**config.mk**
```make
export PLATFORM = sky130hd
export DESIGN_NAME = instr_issue_queue
export DESIGN_NICKNAME = d
export VERILOG_FILES = /design/src/rtl/riscv_pkg.sv /design/src/rtl/instr_fifo.sv /design/src/rtl/instr_issue_queue.sv
export SDC_FILE = /design/constraint.sdc
export NUM_CORES = 1
export LEC_CHECK = 0
export BUFFER_PORTS_ARGS = -buffer_cell sky130_fd_sc_hd__buf_4
export CAP_MARGIN = 20
export CORE_ASPECT_RATIO = 1.5
export CORE_MARGIN = 3
export CORE_UTILIZATION = 50
export CTS_CLUSTER_SIZE = 25
export DETAILED_ROUTE_END_ITERATION = 10
export MAX_ROUTING_LAYER = met4
export PLACE_DENSITY = 0.7
export SLEW_MARGIN = 5
export SYNTH_ARGS = -nofsm -noshare
export SYNTH_HDL_FRONTEND = slang
export SYNTH_SLANG_ARGS = --single-unit
```
**constraint.sdc**
```tcl
create_clock -name cpu_clk -period 6.42 [get_ports cpu_clk]
set_input_delay 0.321 -clock cpu_clk [delete_from_list [all_inputs] [get_ports cpu_clk]]
set_output_delay 0.321 -clock cpu_clk [all_outputs]
set_load 0.005 [all_outputs]
```
**src/rtl/riscv_pkg.sv**
```systemverilog
// Shared RISC-V opcode constants, the default NOP word and the issue-FSM state type.
package riscv_pkg;

  localparam logic [6:0] R_TYPE_OP    = 7'b0110011;
  localparam logic [6:0] I_TYPE_OP    = 7'b0010011;
  localparam logic [6:0] B_TYPE_OP    = 7'b1100011;
  localparam logic [6:0] S_TYPE_OP    = 7'b0100011;
  localparam logic [6:0] L_TYPE_OP    = 7'b0000011;
  localparam logic [6:0] J_TYPE_OP    = 7'b1101111;
  localparam logic [6:0] JALR_TYPE_OP = 7'b1100111;

  // addi x0, x0, 0
  localparam logic [31:0] DEFAULT_NOP_INSTR = 32'h0000_0013;

  typedef enum logic [1:0] {
    ST_IDLE = 2'd0,
    ST_HOLD = 2'd1,
    ST_GAP  = 2'd2
  } issue_state_e;

endpackage

```
**src/rtl/instr_fifo.sv**
```systemverilog
// Synchronous instruction FIFO; flush empties it and overrides push/pop.
module instr_fifo #(
  parameter int unsigned DEPTH = 8,
  parameter int unsigned XLEN  = 32
) (
  input  logic                     clk_i,
  input  logic                     rst_i,
  input  logic                     flush_i,
  input  logic                     push_i,
  input  logic [XLEN-1:0]          push_data_i,
  input  logic                     pop_i,
  output logic [XLEN-1:0]          pop_data_o,
  output logic [$clog2(DEPTH):0]   level_o,
  output logic                     full_o,
  output logic                     empty_o
);

  localparam int unsigned PW = $clog2(DEPTH);

  logic [XLEN-1:0] mem_q [DEPTH];
  logic [PW-1:0]   wr_ptr_q, rd_ptr_q;
  logic [PW:0]     level_q;
  logic            do_push, do_pop;

  assign full_o  = (level_q == (PW+1)'(DEPTH));
  assign empty_o = (level_q == '0);
  // full is registered, so a same-cycle pop never frees a slot for a push
  assign do_push = push_i && !full_o && !flush_i;
  assign do_pop  = pop_i && !empty_o && !flush_i;

  always_ff @(posedge clk_i or posedge rst_i) begin
    if (rst_i) begin
      wr_ptr_q <= '0;
      rd_ptr_q <= '0;
      level_q  <= '0;
    end else if (flush_i) begin
      wr_ptr_q <= '0;
      rd_ptr_q <= '0;
      level_q  <= '0;
    end else begin
      if (do_push) wr_ptr_q <= wr_ptr_q + PW'(1);
      if (do_pop)  rd_ptr_q <= rd_ptr_q + PW'(1);
      level_q <= level_q + {{PW{1'b0}}, do_push} - {{PW{1'b0}}, do_pop};
    end
  end

  always_ff @(posedge clk_i) begin
    if (do_push) mem_q[wr_ptr_q] <= push_data_i;
  end

  assign pop_data_o = mem_q[rd_ptr_q];
  assign level_o    = level_q;

endmodule

```
**src/rtl/instr_issue_queue.sv**
```systemverilog
// Buffers instruction words and issues each to the core for HOLD_CYCLES,
// followed by GAP_CYCLES of NOP, in auto or single-step mode.
module instr_issue_queue
  import riscv_pkg::*;
#(
  parameter int unsigned     XLEN        = 32,
  parameter int unsigned     DEPTH       = 8,
  parameter int unsigned     HOLD_CYCLES = 4,
  parameter int unsigned     GAP_CYCLES  = 0,
  parameter logic [XLEN-1:0] NOP_INSTR   = XLEN'(DEFAULT_NOP_INSTR),
  parameter int unsigned     CNT_W       = 16
) (
  input  logic                   cpu_clk,
  input  logic                   cpu_rst,
  input  logic                   push_valid,
  input  logic [XLEN-1:0]        push_instr,
  output logic                   push_ready,
  input  logic                   flush,
  input  logic                   auto_mode,
  input  logic                   pause,
  input  logic                   step,
  output logic [XLEN-1:0]        cpu_instruction,
  output logic                   cpu_instruction_RDY_BSY,
  output logic [$clog2(DEPTH):0] fifo_level,
  output logic                   empty,
  output logic                   overflow,
  output logic [CNT_W-1:0]       issued_cnt,
  output logic                   busy
);

  localparam int unsigned HC_W = (HOLD_CYCLES > 1) ? $clog2(HOLD_CYCLES) : 1;
  localparam int unsigned GC_W = (GAP_CYCLES > 1) ? $clog2(GAP_CYCLES) : 1;
  localparam logic [HC_W-1:0] HOLD_LOAD = HC_W'(HOLD_CYCLES - 1);
  localparam logic [GC_W-1:0] GAP_LOAD  = GC_W'((GAP_CYCLES > 0) ? GAP_CYCLES - 1 : 0);

  issue_state_e     state_q, state_d;
  logic [HC_W-1:0]  hold_q, hold_d;
  logic [GC_W-1:0]  gap_q, gap_d;
  logic [XLEN-1:0]  instr_q, instr_d;
  logic [CNT_W-1:0] issued_q, issued_d;
  logic             overflow_q;
  logic             full, fifo_empty, go, pop;
  logic [XLEN-1:0]  head;

  instr_fifo #(
    .DEPTH (DEPTH),
    .XLEN  (XLEN)
  ) u_fifo (
    .clk_i       (cpu_clk),
    .rst_i       (cpu_rst),
    .flush_i     (flush),
    .push_i      (push_valid),
    .push_data_i (push_instr),
    .pop_i       (pop),
    .pop_data_o  (head),
    .level_o     (fifo_level),
    .full_o      (full),
    .empty_o     (fifo_empty)
  );

  assign go = !fifo_empty && !flush && (auto_mode ? !pause : step);

  always_comb begin
    state_d  = state_q;
    hold_d   = hold_q;
    gap_d    = gap_q;
    instr_d  = instr_q;
    issued_d = issued_q;
    pop      = 1'b0;
    if (flush) begin
      state_d = ST_IDLE;
    end else begin
      unique case (state_q)
        ST_IDLE: pop = go;
        ST_HOLD: begin
          if (hold_q != '0) begin
            hold_d = hold_q - HC_W'(1);
          end else if (GAP_CYCLES > 0) begin
            state_d = ST_GAP;
            gap_d   = GAP_LOAD;
          end else if (go) begin
            pop = 1'b1;
          end else begin
            state_d = ST_IDLE;
          end
        end
        // last gap cycle issues directly so the gap is exactly GAP_CYCLES long
        ST_GAP: begin
          if (gap_q != '0)  gap_d   = gap_q - GC_W'(1);
          else if (go)      pop     = 1'b1;
          else              state_d = ST_IDLE;
        end
        default: state_d = ST_IDLE;
      endcase
    end
    if (pop) begin
      state_d  = ST_HOLD;
      instr_d  = head;
      hold_d   = HOLD_LOAD;
      issued_d = issued_q + CNT_W'(1);
    end
  end

  always_ff @(posedge cpu_clk or posedge cpu_rst) begin
    if (cpu_rst) begin
      state_q  <= ST_IDLE;
      hold_q   <= '0;
      gap_q    <= '0;
      instr_q  <= NOP_INSTR;
      issued_q <= '0;
    end else begin
      state_q  <= state_d;
      hold_q   <= hold_d;
      gap_q    <= gap_d;
      instr_q  <= instr_d;
      issued_q <= issued_d;
    end
  end

  // a push dropped by flush is not an overflow
  always_ff @(posedge cpu_clk or posedge cpu_rst) begin
    if (cpu_rst)                           overflow_q <= 1'b0;
    else if (push_valid && full && !flush) overflow_q <= 1'b1;
  end

  assign push_ready              = !full;
  assign empty                   = fifo_empty;
  assign overflow                = overflow_q;
  assign issued_cnt              = issued_q;
  assign busy                    = (state_q != ST_IDLE);
  assign cpu_instruction_RDY_BSY = (state_q == ST_HOLD);
  assign cpu_instruction         = (state_q == ST_HOLD) ? instr_q : NOP_INSTR;

endmodule

```
# Word level (Yosys, flattened, before mapping)
# Memory sizes are Yosys's and may differ from the RTL's. A register that Yosys moved wholly into a read port is not among the register bits.
# Index checks and enable logic that the tools add are counted.
op_classes:
  addsub: 7
  mul: 0
  div: 0
  magnitude_cmp: 0
  n_eq_ne: 7
  n_shift: 0
  muxes: 25
  bitwise_logic: 1
  n_reduce_logical: 23
ops:
  columns: ["operator", "count"]
  rows:
  - ["32-bit two-way mux", 1]
  - ["2-bit two-way mux", 9]
  - ["16-bit by 1-bit adder with 16-bit output, second input constant", 1]
  - ["3-bit two-way mux", 4]
  - ["2-bit nonzero test", 6]
  - ["1-bit logical AND", 8]
  - ["1-bit two-way mux", 8]
  - ["4-bit by 3-bit != test with 1-bit output, second input constant", 2]
  - ["3-bit by 1-bit adder with 3-bit output, second input constant", 2]
  - ["2-bit case mux with 3 select lines", 1]
  - ["3-bit AND reduction", 2]
  - ["4-bit by 1-bit adder with 4-bit output", 1]
  - ["4-bit equality test, second input constant", 1]
  - ["1-bit zero test", 4]
  - ["4-bit zero test", 1]
  - ["4-bit two-way mux", 1]
  - ["4-bit by 1-bit subtractor with 4-bit output", 1]
  - ["3-bit by 2-bit != test with 1-bit output, second input constant", 1]
  - ["1-bit case mux with 3 select lines", 1]
  - ["2-bit by 1-bit equality test with 1-bit output, second input constant", 1]
  - ["2-bit equality test, second input constant", 1]
  - ["2-bit zero test", 1]
  - ["2-bit by 1-bit != test with 1-bit output, second input constant", 1]
  - ["2-bit AND reduction", 1]
  - ["3 further kinds", 3]
word_totals:
  reg_bits: 32
  latch_bits: 0
  ramBits: 256
  romBits: 0
  inputBits: 39
  out_inout_bits: 57
  word_cells: 72
  memories: 1
memory_table:
  columns: ["name", "depth", "width", "read_ports", "rd_clocked_by_memory_dff", "wr", "line", "rtl"]
  rows:
  - ["u_fifo.mem_q", 8, 32, 1, 1, 1, "instr_fifo.sv:20", "logic [XLEN-1:0] mem_q [DEPTH];"]

# Longest topological paths before layout
logic_depth:
  word_depth: 12
  mapped_depth: 13

# Cells and area by module
# Synthesis repeated with hierarchy kept, for this count alone.
hier_totals:
  cells_unflattened: 640
  area_unflattened_um2: 12866.1
modules_own_cells:
  columns: ["module", "instances", "cells_per_inst", "area_per_inst_um2", "seq_area_each_um2"]
  rows:
  - ["instr_fifo", 1, 446, 10405.0, 7937.6]
  - ["instr_issue_queue", 1, 194, 2461.1, 1305.0]

# Least setup slack after synthesis
# No wires, ideal clock.
synth_path:
  path_type: "register to register"
  from: "register u_fifo.level_q[2] (netlist: u_fifo.level_o[2])"
  to: "memory u_fifo.mem_q[0][0] (enable)"
  setup_ns: 0.461
  arrival_time_ns: 3.480
  setup_slack_ns: 2.479
  stages_incl_launch_ff: 8
  path_buffers: 1
  path_cell_list: "dfrtp_1 -> inv_1 -> ha_1 -> or3b_1 -> clkbuf_1 -> nor2b_1 -> nand2b_1 -> nor3_1"
synth_via:
  elab_chain_cells: 6
synth_rtl:
  columns: ["item", "line", "rtl"]
  rows:
  - ["from (decl)", "instr_fifo.sv:22", "logic [PW:0] level_q;"]
  - ["from (signal assigned)", "instr_fifo.sv:43", "level_q <= level_q + {{PW{1'b0}}, do_push} - {{PW{1'b0}}, do_pop};"]
  - ["4-bit equality test", "instr_fifo.sv:25", "assign full_o = (level_q == (PW+1)'(DEPTH));"]
  - ["1-bit zero test", null, null]
  - ["via push_ready", "instr_issue_queue.sv:17", "output logic push_ready,"]
  - ["1-bit logical AND (2 in series)", "instr_fifo.sv:28", "assign do_push = push_i && !full_o && !flush_i;"]
  - ["1-bit two-way mux", "instr_fifo.sv:48", "if (do_push) mem_q[wr_ptr_q] <= push_data_i;"]
  - ["1-bit two-way mux (implied by the code)", "instr_fifo.sv:48", null]
  - ["to (decl)", "instr_fifo.sv:20", null]
# The timed path passes the listed nets, and every way through them passes these cells.

# Worst setup path after layout
layout_path:
  from: "register u_fifo.level_q[2] (netlist: u_fifo.level_o[2])"
  to: "memory u_fifo.mem_q[0][14] (enable)"
layout_via:
  elab_chain_cells: 6
layout_rtl:
  columns: ["item", "line"]
  rows:
  - ["4-bit equality test", "instr_fifo.sv:25"]
  - ["1-bit zero test", "instr_fifo.sv:28"]
  - ["1-bit logical AND (2 in series)", "instr_fifo.sv:28"]
  - ["1-bit two-way mux", "instr_fifo.sv:48"]
  - ["1-bit two-way mux (implied by the code)", "instr_fifo.sv:48"]
# Every way passes these cells.

==> metrics.cfg <==
[outcome]
status=finished, final reports clean

[clocking]
htreeDepth=1
numCtsBuffers=28
cts_root_buffer=clkbuf_16
cts_tree=built
clock-sinks=318
clk_latency_ps=540
cts_max_path_buffers=3
clk_pin_slew_ps=60

[timing]
fin_crit_sh_pct=49.3
setup_viol=0
worst_slack_ps=3250
finalMaxSlewViolations=0
tns_ps=0
hold_viol=0
max-slew-margin-rel_pct=33.6
clock.fmax_mhz=316
final.min_clock_period_ps=3170
fin_skew_ps=13.0
rsz0062_at_grt=false
worstMarginPinSlew_ps=990

[critical_path]
worstPathRequired_ps=6610
arrival_ps=3360
crit_path_end_kind=flip-flop
worst_setup_path_start_kind=flip-flop
slowest_delay_ps=820
crit_fanout=23
reg2reg_from=u_fifo.level_o[2]$_DFF_PP0_
crit_path_start=u_fifo.level_o[2]$_DFF_PP0_
path_cells=inv_1 -> ha_1 -> or3b_1 -> nor2b_1 -> nand2b_1 -> nor3_2 -> buf_4
worst-setup-path-type=reg2reg
critical-path-slowest-cell=nor3_2

[placed_design]
place_congestion=0.757
pre_cts_ws_ps=2930
dp_hpwl_um=14200
placed_cell_area_sq_mm=0.0136
io_buffers=95

[logic_synthesis]
synthCells=664
yosysSeqAreaShare_pct=73.8
synth_seq_cells=318
synth_top_area_cell=edfxtp_1
syn_nets=714
synth-main-ff-cell=edfxtp_1
synth_edf_count=256
async_flop_share_pct=19.5
synthesis.area_sq_mm=0.0125
synth_cell_types=40
avgSynthCellArea_sq_um=18.9
synth_area_leaders=edfxtp_1 61%, dfrtp_1 12%, mux4_2 12%
netlist.area_leader.share_pct=61.4
yosysWarningCount=0

[floorplan]
start_util_pct=51.1
die_w_um=135
coreArea_sq_mm=0.0245
fp.dieH_um=200
die_area_sq_mm=0.0270
row_count=70
ios=96

[global_routing]
use_met3_pct=2.48
met2_usage_pct=34.0
antenna_found_initial=0
grt-busiest-layer=met2
grt_pass1_vias=6956
overflow=0
grt_max_degree=68
grt_usage_pct=19.2
grt_pass1_wl_um=38800
grtUsageMet1_pct=23.3

[layout]
fin_nets=833
n_fill_cell=1809
final_area_sq_mm=0.0148
n_antenna_cell=0
multi_input_area_sq_mm=0.00314
ff_latch_area_sq_mm=0.00925
drive_gt1_share_pct=30.3
post-route-util_pct=60.2
syn2layout_area_growth_pct=17.9

[route]
finalWirelength_um=24300
ant_nets=0
drc=0
dr_total_vias=6297
firstDrtPassIters=4
first_iter_violations=329
wl_per_cell_um=21.6
via_per_inst=5.58

[power_and_ir_drop]
peakVddDrop_mv=0.245
pwr-share-clk_pct=32.8
p_int_uw=4050
seq_power_share_pct=47.6
netSwitchingPower_uw=1360
power.density_mw_per_mm2=366
power_uw=5410
combPwrFrac_pct=19.6
switching_share_pct=25.2
leakage_uw=0.00507

[hold_path]
min_path_type=in2reg
hold_start=push_instr[14]

[flow_run]
max-cap-violations=0

[final cells by class]
type                    instances  area share, %
well taps                     324           2.74
flip-flops and latches        318           62.6
clock buffers                  35           5.20
inverters                      10          0.254
repair buffers                120           6.34
multi-input cells             305           21.3
clock inverters                17           1.58
[cell families after synthesis]
kind of cell | share of synthesized area [%]
and+or+nand+nor | 5.58
muxes | 14.3
xor gates and xnor gates | 1.40
adders and majority gates | 1.16
AOI/OAI and AO/OA | 2.18
DFF | 73.8
buffers and inverters | 1.60
[timing repair]
item | 4_1_cts | 5_1_grt
endpoints found under the hold margin | 51 | 0
hold buffers | 11 | 0
setup buffers | 0 | 0
setup endpoints to repair | 0 | 0
resized for setup | 0 | 0
[synthesized netlist by cell type (2+ instances only)]
master / instances
inv_1: 10
a21bo_2: 2
ha_1: 10
nand2_1: 7
clkbuf_1: 7
edfxtp_1: 256
buf_1: 3
nand4_1: 9
mux2i_1: 33
dfstp_2: 3
a21oi_1: 37
nand3b_1: 2
nor2b_1: 3
nor2_1: 46
nand2b_1: 9
xor2_1: 6
nand3_1: 6
buf_4: 8
buf_2: 13
and3_1: 3
mux4_2: 64
a21o_1: 2
xnor2_1: 14
and2_1: 32
dfrtp_1: 59
nor3_1: 6
[critical path, delay by kind of cell, from the launching register on]
kind,cells,cell delay (ps)
flip-flops,1,340
buffers and inverters,2,590
adder cells (fa/ha/maj),1,190
AND/OR/NAND/NOR,4,1680
[power by group through the flow]
stage	registers [uW]	clock network, uW	logic [uW]
floorplan	2550	0	770
global placement	2610	0	1020
detailed placement	2630	0	1060
CTS	2590	1810	1070
global route	2600	1900	1170
finish	2580	1770	1060
[final timing paths]
path | depth (start not counted) | slack [ps] | to
max in group asynchronous | 3 | 5750 | u_fifo.rd_ptr_q[0]$_DFFE_PP0P_
worst max-delay path | 7 | 3250 | u_fifo.mem_q[0][14]$_DFFE_PP_
worst min register to register | 2 | 500 | instr_q[0]$_DFFE_PP1P_
min in group asynchronous | 3 | 40 | issued_cnt[8]$_DFFE_PP0P_
worst min-delay path | 1 | 20 | u_fifo.mem_q[6][14]$_DFFE_PP_
worst max register to register | 7 | 3250 | u_fifo.mem_q[0][14]$_DFFE_PP_
[state kept, by name (all words and copies together), names as in the netlist]
| signal | flops |
|---|---|
| u_fifo.mem_q | 256 |
| state_q | 1 |
| u_fifo.wr_ptr_q | 3 |
| u_fifo.rd_ptr_q | 3 |
| instr_q | 32 |
| hold_q | 2 |
| overflow | 1 |
| u_fifo.level_o | 4 |
| issued_cnt | 16 |
[placed cells by master, fill, tap and decap left out, types with 2 or more instances in the layout]
| master | netlist | routed |
|---|---|---|
| a21bo_2 | 2 | 2 |
| a21o_1 | 2 | 2 |
| a21oi_1 | 37 | 37 |
| and2_1 | 32 | 32 |
| and3_1 | 3 | 3 |
| buf_4 | 8 | 108 |
| bufinv_16 | 0 | 5 |
| clkbuf_1 | 7 | 4 |
| clkbuf_16 | 0 | 29 |
| clkbuf_8 | 0 | 2 |
| clkinv_2 | 0 | 3 |
| clkinv_4 | 0 | 3 |
| clkinvlp_4 | 0 | 5 |
| dfrtp_1 | 59 | 56 |
| dfrtp_2 | 0 | 2 |
| dfstp_2 | 3 | 3 |
| dlygate4sd3_1 | 0 | 11 |
| edfxtp_1 | 256 | 256 |
| ha_1 | 10 | 10 |
| inv_1 | 10 | 9 |
| mux2i_1 | 33 | 33 |
| mux4_2 | 64 | 64 |
| nand2_1 | 7 | 7 |
| nand2b_1 | 9 | 9 |
| nand3_1 | 6 | 6 |
| nand3b_1 | 2 | 2 |
| nand4_1 | 9 | 9 |
| nor2_1 | 46 | 40 |
| nor2_4 | 0 | 6 |
| nor2b_1 | 3 | 3 |
| nor3_1 | 6 | 4 |
| nor3_2 | 0 | 2 |
| xnor2_1 | 14 | 14 |
| xor2_1 | 6 | 6 |
[routing by layer]
metal | part of all wire, % | vias to the layer above
li1 | - | 2825
met1 | 40 | 3293
met2 | 54 | 140
met3 | 3.9 | 39
met4 | 2.2 | 0
met5 | 0 | -
[stage by stage]
step | hold WS (ps) | cells
finish | 23.4 | 1129
detailed placement | 489 | 1065
global placement | 471 | 1065
global route | 0.419 | 1129
floorplan | 412 | 664
CTS | 0.668 | 1128
Power figures use the tool's default switching activity.
